==> config.mk <==
export PLATFORM = sky130hd
export DESIGN_NAME = ras_stack_flat
export DESIGN_NICKNAME = d
export VERILOG_FILES = /design/src/rtl/ras_stack_if.sv /design/src/rtl/ras_stack.sv /design/src/flat_wrapper.sv
export SDC_FILE = /design/constraint.sdc
export NUM_CORES = 1
export LEC_CHECK = 0
export CAP_MARGIN = 0
export CORE_MARGIN = 3
export CORE_UTILIZATION = 35
export DETAILED_ROUTE_END_ITERATION = 6
export GPL_TIMING_DRIVEN = 1
export HOLD_SLACK_MARGIN = 0.12
export PLACE_DENSITY = 0.53
export SLEW_MARGIN = 10
export SYNTH_ARGS = -nofsm -noshare
export SYNTH_HDL_FRONTEND = slang
export SYNTH_SLANG_ARGS = --single-unit
==> constraint.sdc <==
create_clock -name clk -period 10 [get_ports clk]
set_clock_uncertainty 0.15 [all_clocks]
set_input_delay 2 -clock clk [delete_from_list [all_inputs] [get_ports clk]]
set_output_delay 2 -clock clk [all_outputs]
set_load 0.02 [all_outputs]
==> src/rtl/ras_stack_if.sv <==
// rtl/ras_stack_if.sv - push/pop/status bundle between the RAS controller and stack storage
interface ras_stack_if #(
  parameter int XLEN = 32,
  parameter int PTRW = 3
);
  logic            ras_valid;
  logic            push;
  logic            pop;
  logic            flush;
  logic [XLEN-1:0] pctoras;
  logic [XLEN-1:0] pcfromras;
  logic [PTRW:0]   count;
  logic            empty;
  logic            full;
  logic            overflow;
  logic            underflow;

  modport master (
    output ras_valid, push, pop, flush, pctoras,
    input  pcfromras, count, empty, full, overflow, underflow
  );

  modport slave (
    input  ras_valid, push, pop, flush, pctoras,
    output pcfromras, count, empty, full, overflow, underflow
  );
endinterface

==> src/rtl/ras_stack.sv <==
// rtl/ras_stack.sv - circular return address stack with occupancy and sticky status
// The top-of-stack read path uses registered state only.
// Memory contents are not reset; count gates what is visible.
module ras_stack #(
  parameter int              XLEN      = 32,
  parameter int              DEPTH     = 8,
  parameter int              PTRW      = 3,
  parameter logic [XLEN-1:0] EMPTY_VAL = '0,
  parameter logic [XLEN-1:0] SENTINEL  = '1
) (
  input logic       clk,
  input logic       reset_n,
  ras_stack_if.slave bus
);

  localparam logic [PTRW:0] LP_DEPTH = (PTRW+1)'(DEPTH);

  logic [XLEN-1:0] r_mem [DEPTH];
  logic [PTRW-1:0] r_tos;
  logic [PTRW:0]   r_count;
  logic            r_ovf;
  logic            r_unf;

  logic [PTRW-1:0] w_tos_nxt;
  logic [PTRW:0]   w_count_nxt;
  logic            w_ovf_nxt;
  logic            w_unf_nxt;
  logic            w_we;
  logic [PTRW-1:0] w_waddr;
  logic            w_push;
  logic            w_pop;
  logic            w_flush;

  // A sentinel address means the controller is not really pushing.
  assign w_push  = bus.ras_valid & bus.push & (bus.pctoras != SENTINEL);
  assign w_pop   = bus.ras_valid & bus.pop;
  assign w_flush = bus.ras_valid & bus.flush;

  // Next-state selection: flush, then replace-top, then push, then pop.
  always_comb begin
    w_tos_nxt   = r_tos;
    w_count_nxt = r_count;
    w_ovf_nxt   = r_ovf;
    w_unf_nxt   = r_unf;
    w_we        = 1'b0;
    w_waddr     = r_tos;
    if (w_flush) begin
      w_tos_nxt   = '0;
      w_count_nxt = '0;
      w_ovf_nxt   = 1'b0;
      w_unf_nxt   = 1'b0;
    end else if (w_push && w_pop && (r_count != '0)) begin
      w_we    = 1'b1;
      w_waddr = r_tos;
    end else if (w_push) begin
      // Also covers push&pop on an empty stack, which acts as a plain push.
      w_tos_nxt = r_tos + 1'b1;
      w_we      = 1'b1;
      w_waddr   = r_tos + 1'b1;
      if (r_count == LP_DEPTH) begin
        w_ovf_nxt = 1'b1;
      end else begin
        w_count_nxt = r_count + 1'b1;
      end
    end else if (w_pop) begin
      if (r_count != '0) begin
        w_tos_nxt   = r_tos - 1'b1;
        w_count_nxt = r_count - 1'b1;
      end else begin
        w_unf_nxt = 1'b1;
      end
    end
  end

  // Pointer, occupancy and sticky flag registers.
  always_ff @(posedge clk or negedge reset_n) begin
    if (!reset_n) begin
      r_tos   <= '0;
      r_count <= '0;
      r_ovf   <= 1'b0;
      r_unf   <= 1'b0;
    end else begin
      r_tos   <= w_tos_nxt;
      r_count <= w_count_nxt;
      r_ovf   <= w_ovf_nxt;
      r_unf   <= w_unf_nxt;
    end
  end

  // Entry storage; writes are suppressed while reset is held.
  always_ff @(posedge clk) begin
    if (reset_n && w_we) begin
      r_mem[w_waddr] <= bus.pctoras;
    end
  end

  assign bus.pcfromras = (r_count == '0) ? EMPTY_VAL : r_mem[r_tos];
  assign bus.count     = r_count;
  assign bus.empty     = (r_count == '0);
  assign bus.full      = (r_count == LP_DEPTH);
  assign bus.overflow  = r_ovf;
  assign bus.underflow = r_unf;

endmodule

==> src/flat_wrapper.sv <==
// flat-port wrapper written by rule: the top's interface ports become plain ports
module ras_stack_flat 
#(
  parameter int              XLEN      = 32,
  parameter int              DEPTH     = 8,
  parameter int              PTRW      = 3,
  parameter logic [XLEN-1:0] EMPTY_VAL = '0,
  parameter logic [XLEN-1:0] SENTINEL  = '1
)
  (clk, reset_n, bus_ras_valid, bus_push, bus_pop, bus_flush, bus_pctoras, bus_pcfromras, bus_count, bus_empty, bus_full, bus_overflow, bus_underflow);
  ras_stack_if #(.XLEN(XLEN), .PTRW(PTRW)) bus_i ();
  input logic clk;
  input logic reset_n;
  input wire logic [$bits(bus_i.ras_valid)-1:0] bus_ras_valid;
  input wire logic [$bits(bus_i.push)-1:0] bus_push;
  input wire logic [$bits(bus_i.pop)-1:0] bus_pop;
  input wire logic [$bits(bus_i.flush)-1:0] bus_flush;
  input wire logic [$bits(bus_i.pctoras)-1:0] bus_pctoras;
  output wire logic [$bits(bus_i.pcfromras)-1:0] bus_pcfromras;
  output wire logic [$bits(bus_i.count)-1:0] bus_count;
  output wire logic [$bits(bus_i.empty)-1:0] bus_empty;
  output wire logic [$bits(bus_i.full)-1:0] bus_full;
  output wire logic [$bits(bus_i.overflow)-1:0] bus_overflow;
  output wire logic [$bits(bus_i.underflow)-1:0] bus_underflow;
  assign bus_i.ras_valid = bus_ras_valid;
  assign bus_i.push = bus_push;
  assign bus_i.pop = bus_pop;
  assign bus_i.flush = bus_flush;
  assign bus_i.pctoras = bus_pctoras;
  assign bus_pcfromras = bus_i.pcfromras;
  assign bus_count = bus_i.count;
  assign bus_empty = bus_i.empty;
  assign bus_full = bus_i.full;
  assign bus_overflow = bus_i.overflow;
  assign bus_underflow = bus_i.underflow;
  ras_stack #(.XLEN(XLEN), .DEPTH(DEPTH), .PTRW(PTRW), .EMPTY_VAL(EMPTY_VAL), .SENTINEL(SENTINEL)) u_core (.clk(clk), .reset_n(reset_n), .bus(bus_i));
endmodule
## Word level (Yosys, flattened, before mapping)

Memory sizes are Yosys's and may differ from the RTL's.
Cells that the tools add are included.

- ROM bits: 0
- Bits in latches: 0
- Bits in writable memories: 256
- Logic and storage cells: 62
- Memories kept: 1
- Bits in registers: 9
- Output and inout port bits: 40

- Order comparisons: 0
- Reductions and logical operators: 14
- Multiply operators: 0
- Equality and inequality tests: 6
- Shift-type cells: 0
- Bitwise logic cells: 4
- Muxes and demuxes: 29
- $add $sub $neg: 4
- Divide/modulo/power cells: 0

Memory list:

| memory | depth | width | read ports | clocked after memory_dff | write ports | line | text |
|---|---|---|---|---|---|---|---|
| u_core.r_mem | 8 | 32 | 1 | 0 | 1 | ras_stack.sv:18 | `logic [XLEN-1:0] r_mem [DEPTH];` |

Operator list:

| kind | number |
|---|---|
| 32-bit 2-to-1 mux | 1 |
| 32-bit inequality test, second input constant | 1 |
| 3-bit 2-to-1 mux | 8 |
| 4-bit 2-to-1 mux | 6 |
| 1-bit 2-to-1 mux | 14 |
| 4-bit AND reduction | 2 |
| 3-bit AND reduction | 2 |
| 2-bit nonzero test | 3 |
| 3-bit nonzero test | 2 |
| 4-bit by 1-bit adder with 4-bit output, second input constant | 1 |
| 1-bit AND | 4 |
| 4-bit equality test, second input constant | 1 |
| 4-bit logical NOT | 1 |
| 2-bit by 1-bit inequality test with 1-bit output, second input constant | 2 |
| 4-bit nonzero test | 1 |
| 4-bit by 1-bit subtractor with 4-bit output, second input constant | 1 |
| 3-bit by 1-bit adder with 3-bit output, second input constant | 1 |
| 1-bit logical AND | 3 |
| 3-bit inequality test, second input constant | 1 |
| 3-bit by 1-bit subtractor with 3-bit output, second input constant | 1 |
| 2-bit inequality test, second input constant | 1 |

## Longest topological paths before layout

- Depth in word-level cells: 9
- Depth in mapped cells: 11

## Worst setup path before layout

Ideal clock, no wire load.

- Kind: in2reg
- From: in bus_pctoras[15]
- To: mem u_core.r_mem[0][0], enable pin
- Data arrival time: 5.992 ns
- Required time: 9.389 ns
- Stages on the path: 8
- Slack: 3.397 ns
- Setup time: 0.461 ns
- Path through: nand4_1 -> nor4_2 -> a21oi_1 -> buf_2 -> inv_1 -> ha_1 -> a311o_1 -> nor3_1

- Cells in the longest elaborated chain, start to end: 9

Ends and longest elaborated chain:

| what | line | text |
|---|---|---|
| from (decl) | flat_wrapper.sv:18 | `input wire logic [$bits(bus_i.pctoras)-1:0] bus_pctoras;` |
| 32-bit inequality test * | ras_stack.sv:35 | `assign w_push = bus.ras_valid & bus.push & (bus.pctoras != SENTINEL);` |
| 1-bit AND * | ras_stack.sv:35 |  |
| 1-bit logical AND (2 in series) | ras_stack.sv:52 | `end else if (w_push && w_pop && (r_count != '0)) begin` |
| 1-bit 2-to-1 mux | ras_stack.sv:52 |  |
| 1-bit 2-to-1 mux | ras_stack.sv:47 | `if (w_flush) begin` |
| 1-bit logical AND | ras_stack.sv:92 | `if (reset_n && w_we) begin` |
| 1-bit 2-to-1 mux | ras_stack.sv:92 |  |
| 1-bit 2-to-1 mux (implied by the code) | ras_stack.sv:93 | `r_mem[w_waddr] <= bus.pctoras;` |
| to (decl) | ras_stack.sv:18 |  |

Mark *: on every way between the ends. The rest lies on a longest branch, timed or not.

## Final worst setup path

- From: in bus_pctoras[1]
- To: mem u_core.r_mem[7][11], enable pin

Same word-level chain as after synthesis.

==> out/metrics.json <==
{
  "yosys.area_share.adder": {"value": 0.899, "unit": "%"},
  "insertedDiodeCount": {"value": 0},
  "avgRoutedWirePerCell": {"value": 22.1, "unit": "um"},
  "power.share.sequential": {"value": 39.0, "unit": "%"},
  "number_of_enable_flip_flop_cells_after_synthesis": {"value": 256},
  "grt.met3_usage": {"value": 2.29, "unit": "%"},
  "worstReg2RegEnd": {"value": "u_core.r_mem[7][11]$_DFFE_PP_"},
  "floorplan.io_pins": {"value": 78},
  "final_nets": {"value": 653},
  "timing.setup.tns": {"value": 0, "unit": "ns"},
  "core.rowCount": {"value": 63},
  "swShare": {"value": 30.8, "unit": "%"},
  "power.combinational.fraction": {"value": 34.4, "unit": "%"},
  "gr-max-usage-layer": {"value": "met2"},
  "fmax": {"value": 170, "unit": "MHz"},
  "postSynthRegisterBits": {"value": 265},
  "synth-xor-area-share": {"value": 0.248, "unit": "%"},
  "drtPass1Iterations": {"value": 4},
  "holdWs": {"value": 0.358, "unit": "ns"},
  "status": {"value": "finished clean"},
  "ir_worst_vdd": {"value": 0.176, "unit": "mV"},
  "min-delay-start": {"value": "u_core.bus.overflow$_DFFE_PN0P_"},
  "clock_power_share": {"value": 26.6, "unit": "%"},
  "p_sw": {"value": 1040, "unit": "uW"},
  "areaGrowthSynthToFinish": {"value": 19.6, "unit": "%"},
  "worstSetupStartpointType": {"value": "input port"},
  "dieWidth": {"value": 180, "unit": "um"},
  "remaining_drc_errors": {"value": 0},
  "post_cts_resized": {"value": 0},
  "tightestPinTransition": {"value": 1.11, "unit": "ns"},
  "fin_crit": {"value": 5.88, "unit": "ns"},
  "critPathArrivalTime": {"value": 5.89, "unit": "ns"},
  "grt_first_pass_wirelength": {"value": 34600, "unit": "um"},
  "synthesis.area": {"value": 10600, "unit": "um^2"},
  "slew-limit-headroom": {"value": 25.8, "unit": "%"},
  "critical_path_required": {"value": 10.01, "unit": "ns"},
  "cts-buffers-inserted": {"value": 27},
  "timing.final.max_slew_violations": {"value": 0},
  "synth_simple_gate_area_share": {"value": 3.70, "unit": "%"},
  "htree_num_levels": {"value": 1},
  "route.detailed.vias_per_inst": {"value": 5.18},
  "finalCritPeriodShare": {"value": 58.8, "unit": "%"},
  "criticalPathCategory": {"value": "input port to flop"},
  "vias_in_the_first_global_route": {"value": 5621},
  "cts.clk_slew.worst_paths": {"value": 0.06, "unit": "ns"},
  "cellLeakagePower": {"value": 0.00393, "unit": "uW"},
  "iter_0_drt_violations": {"value": 344},
  "worst_r2r_startpoint": {"value": "u_core.r_tos[0]$_DFFE_PN0P_"},
  "main_combinational_cell_family_by_area_after_synthesis": {"value": "multiplexers"},
  "tritoncts": {"value": "built"},
  "gate_count_after_technology_mapping": {"value": 513},
  "holdPathEnd": {"value": "u_core.bus.overflow$_DFFE_PN0P_"},
  "post_route_cells_drive_above_1_share": {"value": 21.0, "unit": "%"},
  "yosysSeqAreaShare": {"value": 74.8, "unit": "%"},
  "port_buffers": {"value": 77},
  "hold_path_class": {"value": "flop to flop"},
  "synth_compound_area_share": {"value": 1.38, "unit": "%"},
  "die_area": {"value": 32400, "unit": "um^2"},
  "vias": {"value": 5246},
  "track_usage": {"value": 13.7, "unit": "%"},
  "hold_path_depth": {"value": 2},
  "clock_sink_count": {"value": 265},
  "global_route.usage.met1": {"value": 19.2, "unit": "%"},
  "power_report.internal_total": {"value": 2330, "unit": "uW"},
  "core-area": {"value": 29700, "unit": "um^2"},
  "overflow": {"value": 0},
  "largest_net_degree_at_the_start_of_global_routing": {"value": 71},
  "rsz0062_at_grt": {"value": "no"},
  "yosys_most_used_dff": {"value": "edfxtp_1"},
  "worst_r2r_path_depth": {"value": 6},
  "postCtsSetupBuffers": {"value": 0},
  "timing_hold_violations_final": {"value": 0},
  "fillCellCount": {"value": 2562},
  "synthesis.yosys.warnings": {"value": 0},
  "gp_routability_congestion": {"value": 0.704},
  "die_height": {"value": 180, "unit": "um"},
  "end_kind": {"value": "flop"},
  "max-cap-violations": {"value": 0},
  "cts-root-to-sink-buffers": {"value": 3},
  "power.density_cell_area": {"value": 266, "unit": "nW/um^2"},
  "clock-root-buffer": {"value": "clkbuf_16"},
  "route.antenna.remaining_nets": {"value": 0},
  "synth_mux_area_share": {"value": 17.7, "unit": "%"},
  "grt_antenna_before_repair": {"value": 0},
  "synth.avg_cell_area": {"value": 20.6, "unit": "um^2"},
  "nets_in_the_synthesized_netlist": {"value": 558},
  "synth_async_sr_flop_share": {"value": 3.40, "unit": "%"},
  "postRouteWirelength": {"value": 22400, "unit": "um"},
  "place.detailed.hpwl": {"value": 12700, "unit": "um"},
  "yosys.cell_types.count": {"value": 39},
  "synth.top_cells.by_area": {"value": "edfxtp_1 (73%), mux4_2 (14%), mux2i_1 (3.7%), dfrtp_1 (2.1%), nor2_1 (1.3%)"},
  "cts-hold-fix-buffers": {"value": 0},
  "clock_latency_at_the_later_pin_of_the_worst_skew_pair": {"value": 0.52, "unit": "ns"},
  "path_max_fanout": {"value": 22},
  "initial_core_util": {"value": 35.6, "unit": "%"},
  "synth_top_cell_area_share": {"value": 72.6, "unit": "%"},
  "gr-usage-met2": {"value": 22.4, "unit": "%"},
  "yosys.area.top_type": {"value": "edfxtp_1"},
  "rrSetupSlack": {"value": 5.40, "unit": "ns"},
  "setup_viol_count_final": {"value": 0}
}
## sequential cells by signal, summed over array words and instances (netlist names)
| register | cells |
|---|---|
| u_core.r_mem | 256 |
| u_core.r_tos | 3 |
| u_core.bus.underflow | 1 |
| u_core.bus.count | 4 |
| u_core.bus.overflow | 1 |
## power by group through the flow
stage	combinational [uW]	clock [uW]	sequential [uW]
floorplan	761	0	1300
global placement	1170	0	1340
detailed placement	1180	0	1340
CTS	1180	921	1320
global route	1240	966	1320
finish	1160	895	1320
## metal layers
layer	wire length, um	vias to the layer above
li1	-	2299
met1	10000	2800
met2	10900	116
met3	993	31
met4	423	0
met5	0	-
## kinds of logic after synthesis
family / Yosys count
adder cells (fa/ha/maj): 7
multiplexers: 107
XOR/XNOR: 3
buffers and inverters: 32
flip-flops: 265
AND/OR/NAND/NOR: 81
AO/OA/AOI/OAI: 18
## critical path, stage by stage
cell and delay, ns:
clkdlybuf4s50_1 0.64, nand4_1 0.28, nor4_2 0.64, a21oi_1 0.16
buf_4 0.24, inv_1 0.13, ha_1 0.16, a311oi_1 0.20
nor3_2 0.89, buf_4 0.53
## Yosys cell counts (3+ instances only)
cell      instances
a21oi_1           5
buf_1             6
buf_2             7
clkbuf_1         11
dfrtp_1           9
edfxtp_1        256
ha_1              6
inv_1             7
mux2_2            4
mux2i_1          39
mux4_2           64
nand2_1          12
nand3_1           3
nand4_1           8
nor2_1           37
nor3_1           10
## worst max path at each step
stage	depth (start not counted)	end	start	slack [ns]
finish	10	u_core.r_mem[7][11]$_DFFE_PP_	bus_pctoras[1]	4.12
global route	10	u_core.r_mem[7][11]$_DFFE_PP_	bus_pctoras[19]	3.79
CTS	10	u_core.r_mem[7][11]$_DFFE_PP_	bus_pctoras[1]	4.06
floorplan	8	u_core.r_mem[0][0]$_DFFE_PP_	bus_pctoras[15]	3.40
detailed placement	10	u_core.r_mem[7][10]$_DFFE_PP_	bus_pctoras[19]	3.52
global placement	10	u_core.r_mem[7][8]$_DFFE_PP_	bus_pctoras[1]	3.64
## through the flow
| stage | std cells | instance area, um^2 | utilization (%) | setup slack, ns | total power, uW |
|---|---|---|---|---|---|
| after floorplan | 513 | 10600 | - | 3.40 | 2060 |
| after global placement | 969 | 11900 | 40.0 | 3.64 | 2510 |
| after detailed placement | 969 | 11900 | 40.0 | 3.52 | 2520 |
| after CTS | 1013 | 12700 | 42.6 | 4.06 | 3420 |
| after global routing | 1013 | 12700 | 42.6 | 3.79 | 3530 |
| final | 1013 | 12700 | 42.6 | 4.12 | 3370 |
## cells in the final DEF (no fill, tap or decap), drive strengths merged, types with 3 or more instances in the layout
cell type,instances
nand3,3
inv,7
clkinv,9
a21oi,5
edfxtp,256
nand2,12
nor2,38
nand4,8
dfrtp,9
buf,13
mux2i,39
mux2,4
ha,6
nor3,10
mux4,64
clkbuf,34
clkdlybuf4s50,77
## final cells by class
type	count	area [um^2]	area share, %
Timing Repair Buffer	90	868	6.86
Sequential cell	265	7920	62.6
Clock inverter	10	71.3	0.563
Inverter	8	35.0	0.277
Multi-Input combinational cell	216	2580	20.3
Tap cell	390	488	3.85
Clock buffer	34	702	5.54
Note: power is estimated with default switching activity, not from simulation.
